===== src/rtl/ch_expand.sv =====
// Channel-estimate expander: each accepted averaged I/Q estimate is replayed N times (N from parallel_mode).
// Latency: first copy on out_* one cycle after acceptance; copies issue back to back while out_rdy is high.
// Backpressure: copies hold while out_rdy is low; in_rdy rises only in IDLE or when the last copy is leaving.
module ch_expand #(
  parameter int INPUT_WIDTH  = 16,
  parameter int OUTPUT_WIDTH = 16
) (
  input  logic                           clk,
  input  logic                           rst,
  input  logic signed [INPUT_WIDTH-1:0]  i_ch_avged,
  input  logic signed [INPUT_WIDTH-1:0]  q_ch_avged,
  input  logic                           in_vld,
  input  logic [1:0]                     parallel_mode,
  output logic                           in_rdy,
  output logic signed [OUTPUT_WIDTH-1:0] i_ch_exp,
  output logic signed [OUTPUT_WIDTH-1:0] q_ch_exp,
  output logic                           out_vld,
  output logic                           out_last,
  input  logic                           out_rdy
);

  typedef enum logic {IDLE, EMIT} state_t;

  state_t                          state_q, state_d;
  logic [1:0]                      cnt_q, cnt_d;   // index of the copy currently presented (1..N)
  logic [1:0]                      n_q, n_d;       // repetition count latched with the estimate
  logic signed [OUTPUT_WIDTH-1:0]  i_q, i_d;
  logic signed [OUTPUT_WIDTH-1:0]  q_q, q_d;
  logic                            vld_q, vld_d;
  logic                            last_q, last_d;
  logic                            accept;
  logic [1:0]                      n_new;

  // Mode 00 is treated the same as 11 (three copies).
  function automatic logic [1:0] decode_n(input logic [1:0] mode);
    case (mode)
      2'b01:   decode_n = 2'd1;
      2'b10:   decode_n = 2'd2;
      default: decode_n = 2'd3;
    endcase
  endfunction

  assign n_new  = decode_n(parallel_mode);
  assign accept = in_vld && in_rdy;

  // Ready is combinational so a new estimate can load on the same edge the last copy leaves.
  always_comb begin
    in_rdy = 1'b0;
    if (!rst) begin
      case (state_q)
        IDLE:    in_rdy = 1'b1;
        EMIT:    in_rdy = last_q && out_rdy;
        default: in_rdy = 1'b0;
      endcase
    end
  end

  // Next-state and output-register logic; everything holds unless a copy transfers or an estimate loads.
  always_comb begin
    state_d = state_q;
    cnt_d   = cnt_q;
    n_d     = n_q;
    i_d     = i_q;
    q_d     = q_q;
    vld_d   = vld_q;
    last_d  = last_q;
    case (state_q)
      IDLE: begin
        if (accept) begin
          state_d = EMIT;
          cnt_d   = 2'd1;
          n_d     = n_new;
          i_d     = OUTPUT_WIDTH'(i_ch_avged);
          q_d     = OUTPUT_WIDTH'(q_ch_avged);
          vld_d   = 1'b1;
          last_d  = (n_new == 2'd1);
        end
      end
      EMIT: begin
        if (out_rdy) begin
          if (last_q) begin
            if (accept) begin
              // Seamless reload: out_vld stays high across estimates.
              cnt_d  = 2'd1;
              n_d    = n_new;
              i_d    = OUTPUT_WIDTH'(i_ch_avged);
              q_d    = OUTPUT_WIDTH'(q_ch_avged);
              vld_d  = 1'b1;
              last_d = (n_new == 2'd1);
            end else begin
              // Data registers keep their last value while idle.
              state_d = IDLE;
              cnt_d   = 2'd0;
              vld_d   = 1'b0;
              last_d  = 1'b0;
            end
          end else begin
            cnt_d  = cnt_q + 2'd1;
            last_d = ((cnt_q + 2'd1) == n_q);
          end
        end
      end
      default: state_d = IDLE;
    endcase
  end

  // State and output registers; reset drops any held estimate and its outstanding copies.
  always_ff @(posedge clk) begin
    if (rst) begin
      state_q <= IDLE;
      cnt_q   <= 2'd0;
      n_q     <= 2'd0;
      i_q     <= '0;
      q_q     <= '0;
      vld_q   <= 1'b0;
      last_q  <= 1'b0;
    end else begin
      state_q <= state_d;
      cnt_q   <= cnt_d;
      n_q     <= n_d;
      i_q     <= i_d;
      q_q     <= q_d;
      vld_q   <= vld_d;
      last_q  <= last_d;
    end
  end

  assign i_ch_exp = i_q;
  assign q_ch_exp = q_q;
  assign out_vld  = vld_q;
  assign out_last = last_q;

endmodule


===== config.mk =====
export PLATFORM = sky130hd
export DESIGN_NAME = ch_expand
export DESIGN_NICKNAME = d
export VERILOG_FILES = /design/src/rtl/ch_expand.sv
export SDC_FILE = /design/constraint.sdc
export NUM_CORES = 1
export LEC_CHECK = 0
export BUFFER_PORTS_ARGS = -buffer_cell sky130_fd_sc_hd__buf_2
export CORE_ASPECT_RATIO = 2
export CORE_MARGIN = 2
export CORE_UTILIZATION = 42
export DETAILED_ROUTE_END_ITERATION = 7
export GPL_TIMING_DRIVEN = 0
export MAX_ROUTING_LAYER = met4
export PLACE_DENSITY = 0.82
export SYNTH_ARGS = -nofsm -noshare
export SYNTH_HDL_FRONTEND = slang
export SYNTH_SLANG_ARGS = --single-unit

===== constraint.sdc =====
create_clock -name clk -period 1.2 [get_ports clk]
set_input_delay 0.18 -clock clk [delete_from_list [all_inputs] [get_ports clk]]
set_output_delay 0.18 -clock clk [all_outputs]
set_load 0.01 [all_outputs]

==> insert_results.sql <==
INSERT INTO impl_metrics (metric_group, metric, value, unit) VALUES
('synthesis', 'post_synth_main_area_contributors', 'dfxtp_1 (46%), a21oi_2 (15%), nand2_2 (11%)', ''),
('synthesis', 'syn_avg_cell_area', '9.40', 'µm²'),
('clocking', 'clock_tree_from_tritoncts', 'yes', ''),
('cells_and_area', 'seqCellArea', '791', 'µm²'),
('die', 'initial_core_util', '0.441', ''),
('setup_path', 'critical_path.endpoint', 'out_last$_SDFFE_PP0P_', ''),
('synthesis', 'synth_sequential_area_ratio', '0.456', ''),
('setup_path', 'worstSetupStartpointType', 'flip-flop', ''),
('synthesis', 'synth-simple-area-share', '0.249', ''),
('synthesis', 'yosys_register_bits', '39', ''),
('run_status', 'outcome', 'finished clean', ''),
('cells_and_area', 'nets', '301', ''),
('timing', 'setup_repair_after_global_routing_missed_its_margin', 'yes', ''),
('timing', 'clock.fmax', '841', 'MHz'),
('timing', 'hold_violations', '0', ''),
('place', 'globalplace.congestion', '0.779', ''),
('worst_hold_path', 'worstHoldPathType', 'input pin to flip-flop', ''),
('timing', 'final.setup_skew', '2.07', 'ps'),
('setup_path', 'worstSetupEndpointType', 'flip-flop', ''),
('power', 'power.combinational.fraction', '0.194', ''),
('timing', 'final_min_period_over_clock_period', '0.990', ''),
('cells_and_area', 'multi_input_comb_area', '831', 'µm²'),
('power', 'sw_frac_of_total', '0.265', ''),
('clocking', 'cts_buffer_depth', '2', ''),
('timing', 'slew_headroom', '0.542', ''),
('die', 'die_outline_area', '4630', 'µm²'),
('setup_path', 'worst-setup-path-type', 'flip-flop to flip-flop', ''),
('cells_and_area', 'number_of_filler_instances_in_the_final_layout', '387', ''),
('setup_path', 'crit_path_max_fanout', '3', ''),
('route', 'drtPass1Iterations', '4', ''),
('synthesis', 'post_synth_xor_area_fraction', '0.00512', ''),
('power', 'irDropWorstVdd', '0.909', 'mV'),
('synthesis', 'synthAdderAreaFrac', '0', ''),
('worst_hold_path', 'whs_path_depth', '2', ''),
('synthesis', 'netlist.top_cell.by_area', 'dfxtp_1', ''),
('power', 'internal_power', '2.01', 'mW'),
('setup_path', 'worst_r2r_endpoint', 'out_last$_SDFFE_PP0P_', ''),
('clocking', 'clock-sinks', '39', ''),
('route', 'routed_wl_per_cell', '11.7', 'µm'),
('die', 'row_count', '32', ''),
('synthesis', 'synth-warning-count', '0', ''),
('timing', 'timing.final.max_slew_violations', '0', ''),
('clocking', 'ctsHtreeMaxLevel', '2', ''),
('synthesis', 'largest_family_of_logic_cells_by_synthesized_area', 'simple AND/OR/NAND/NOR gates', ''),
('power', 'power_per_cell_area', '1200', 'nW/µm²'),
('clocking', 'cts.clk_slew.worst_paths', '70', 'ps'),
('job', 'maxCapViolations', '0', ''),
('setup_path', 'cp.required', '1360', 'ps'),
('place', 'dp_slack', '-165', 'ps'),
('route', 'post-route-drc-count', '0', ''),
('global_routing', 'grtUsageTotal', '0.183', ''),
('die', 'core-area', '3880', 'µm²'),
('route', 'routed_wl', '3660', 'µm'),
('route', 'viasPerCell', '4.76', ''),
('place', 'portBuffers', '71', ''),
('synthesis', 'ys_types', '26', ''),
('synthesis', 'synthMuxAreaShare', '0.0175', ''),
('place', 'hpwl', '2790', 'µm'),
('setup_path', 'regToRegStartpoint', 'cnt_q[1]$_SDFFE_PP0P_', ''),
('setup_path', 'crit_path_cell_trace', 'xnor2_2 -> mux2i_1 -> nor4_1 -> a311o_1', ''),
('setup_path', 'worst_r2r_path_depth', '4', ''),
('power', 'switching_power', '0.728', 'mW'),
('clocking', 'clk_latency', '270', 'ps'),
('synthesis', 'synth-compound-area-share', '0.192', ''),
('cells_and_area', 'final_layout_size_suffix_gt1_frac', '0.630', ''),
('global_routing', 'number_of_antenna_violations_at_the_first_check_in_global_routing', '0', ''),
('power', 'p_leak', '1.00', 'nW'),
('global_routing', 'grt_pass1_wl', '6380', 'µm'),
('clocking', 'cts_root_buffer', 'clkbuf_8', ''),
('die', 'die_x', '49.1', 'µm'),
('timing', 'fin_setup_tns', '0', 'ps');
==> power by group through the flow <==
stage                     combinational, mW  clock, mW  sequential (mW)
after floorplan                       0.299          0             1.49
after global placement                0.503          0             1.46
after detailed placement              0.510          0             1.46
after CTS                             0.522      0.817             1.43
after global routing                  0.590      0.873             1.44
final                                 0.533      0.781             1.43
==> worst max-delay path, delay by kind of cell (launching register included) <==
| family | cells | cell delay, ps |
|---|---|---|
| AOI/OAI and AO/OA | 1 | 300 |
| DFF | 1 | 350 |
| and+or+nand+nor | 1 | 60 |
| xor gates and xnor gates | 1 | 160 |
| muxes | 1 | 200 |
==> state kept, by name (all words and copies together), names as in the netlist <==
| name | count |
|---|---|
| i_ch_exp | 16 |
| out_last | 1 |
| out_vld | 1 |
| state_q | 1 |
| n_q | 2 |
| cnt_q | 2 |
| q_ch_exp | 16 |
==> what timing repair did <==
action	4_1_cts	5_1_grt
buffers inserted	3	1
pin swaps	2	2
resized for setup	9	11
hold buffers	0	0
setup endpoints to repair	33	36
==> layout make-up <==
| type | count | share of cell area |
|---|---|---|
| plain buffers | 12 | 0.0575 |
| clock buffers | 6 | 0.0317 |
| inverters | 3 | 0.00493 |
| multi-input cells | 127 | 0.363 |
| flip-flops and latches | 39 | 0.346 |
| well taps | 51 | 0.0279 |
| repair buffers | 75 | 0.169 |
==> layer usage <==
metal  global-route usage  vias to the layer above  wire [µm]
li1                     -                      749          -
met1                0.177                      694       1330
met2                0.324                       40       2090
met3               0.0350                        6        144
met4                0.119                        0         97
met5                    -                        -          0
==> synth_stat cells, drive strengths merged <==
| master | instances |
|---|---|
| mux2i | 3 |
| a21boi | 1 |
| inv | 3 |
| clkbuf | 2 |
| nor3 | 3 |
| a32oi | 1 |
| dfxtp | 39 |
| buf | 11 |
| nor2 | 7 |
| a21oi | 33 |
| a211oi | 1 |
| nor2b | 4 |
| o21ai | 1 |
| xnor2 | 1 |
| nand2 | 67 |
| a311o | 1 |
| nand2b | 1 |
| nor4 | 2 |
| a311oi | 1 |
==> per-stage QoR <==
| stage | cell area, µm² | hold slack [ps] | cells | util |
|---|---|---|---|---|
| after detailed placement | 2150 | 419 | 304 | 0.553 |
| after floorplan | 1730 | 289 | 182 | - |
| final | 2290 | 133 | 313 | 0.589 |
| after global routing | 2290 | 125 | 313 | 0.589 |
| after CTS | 2250 | 118 | 312 | 0.578 |
| after global placement | 2150 | 408 | 304 | 0.553 |
==> worst min path at each step <==
stage / endpoint
after floorplan: n_q[0]$_SDFFE_PP0P_
after global placement: n_q[0]$_SDFFE_PP0P_
after detailed placement: n_q[0]$_SDFFE_PP0P_
after CTS: n_q[0]$_SDFFE_PP0P_
after global routing: i_ch_exp[12]$_SDFFE_PP0P_
final: n_q[0]$_SDFFE_PP0P_
==> placed cells by master, fill, tap and decap left out <==
cell,n
a211oi_1,1
buf_4,5
clkbuf_1,2
buf_12,3
a21boi_4,1
buf_8,2
clkbuf_2,1
nor3_1,3
mux2i_1,3
nand2_1,30
o21ai_0,1
nand2b_4,1
clkbuf_8,5
a21oi_1,3
a32oi_1,1
dfxtp_4,2
a311o_1,1
nor2_1,7
nor4_1,1
nor2b_1,4
buf_1,1
buf_2,73
a21oi_2,30
dfxtp_2,2
xnor2_2,1
nor4_2,1
a311oi_1,1
inv_1,3
nand2_4,1
dfxtp_1,35
nand2_2,36
buf_6,1
==> cell families after synthesis <==
kind of cell / Yosys count
mux: 3
flops: 39
xor+xnor: 1
compound gates: 39
buf+inv: 16
simple gates: 84
(Power assumes the default switching activity.)
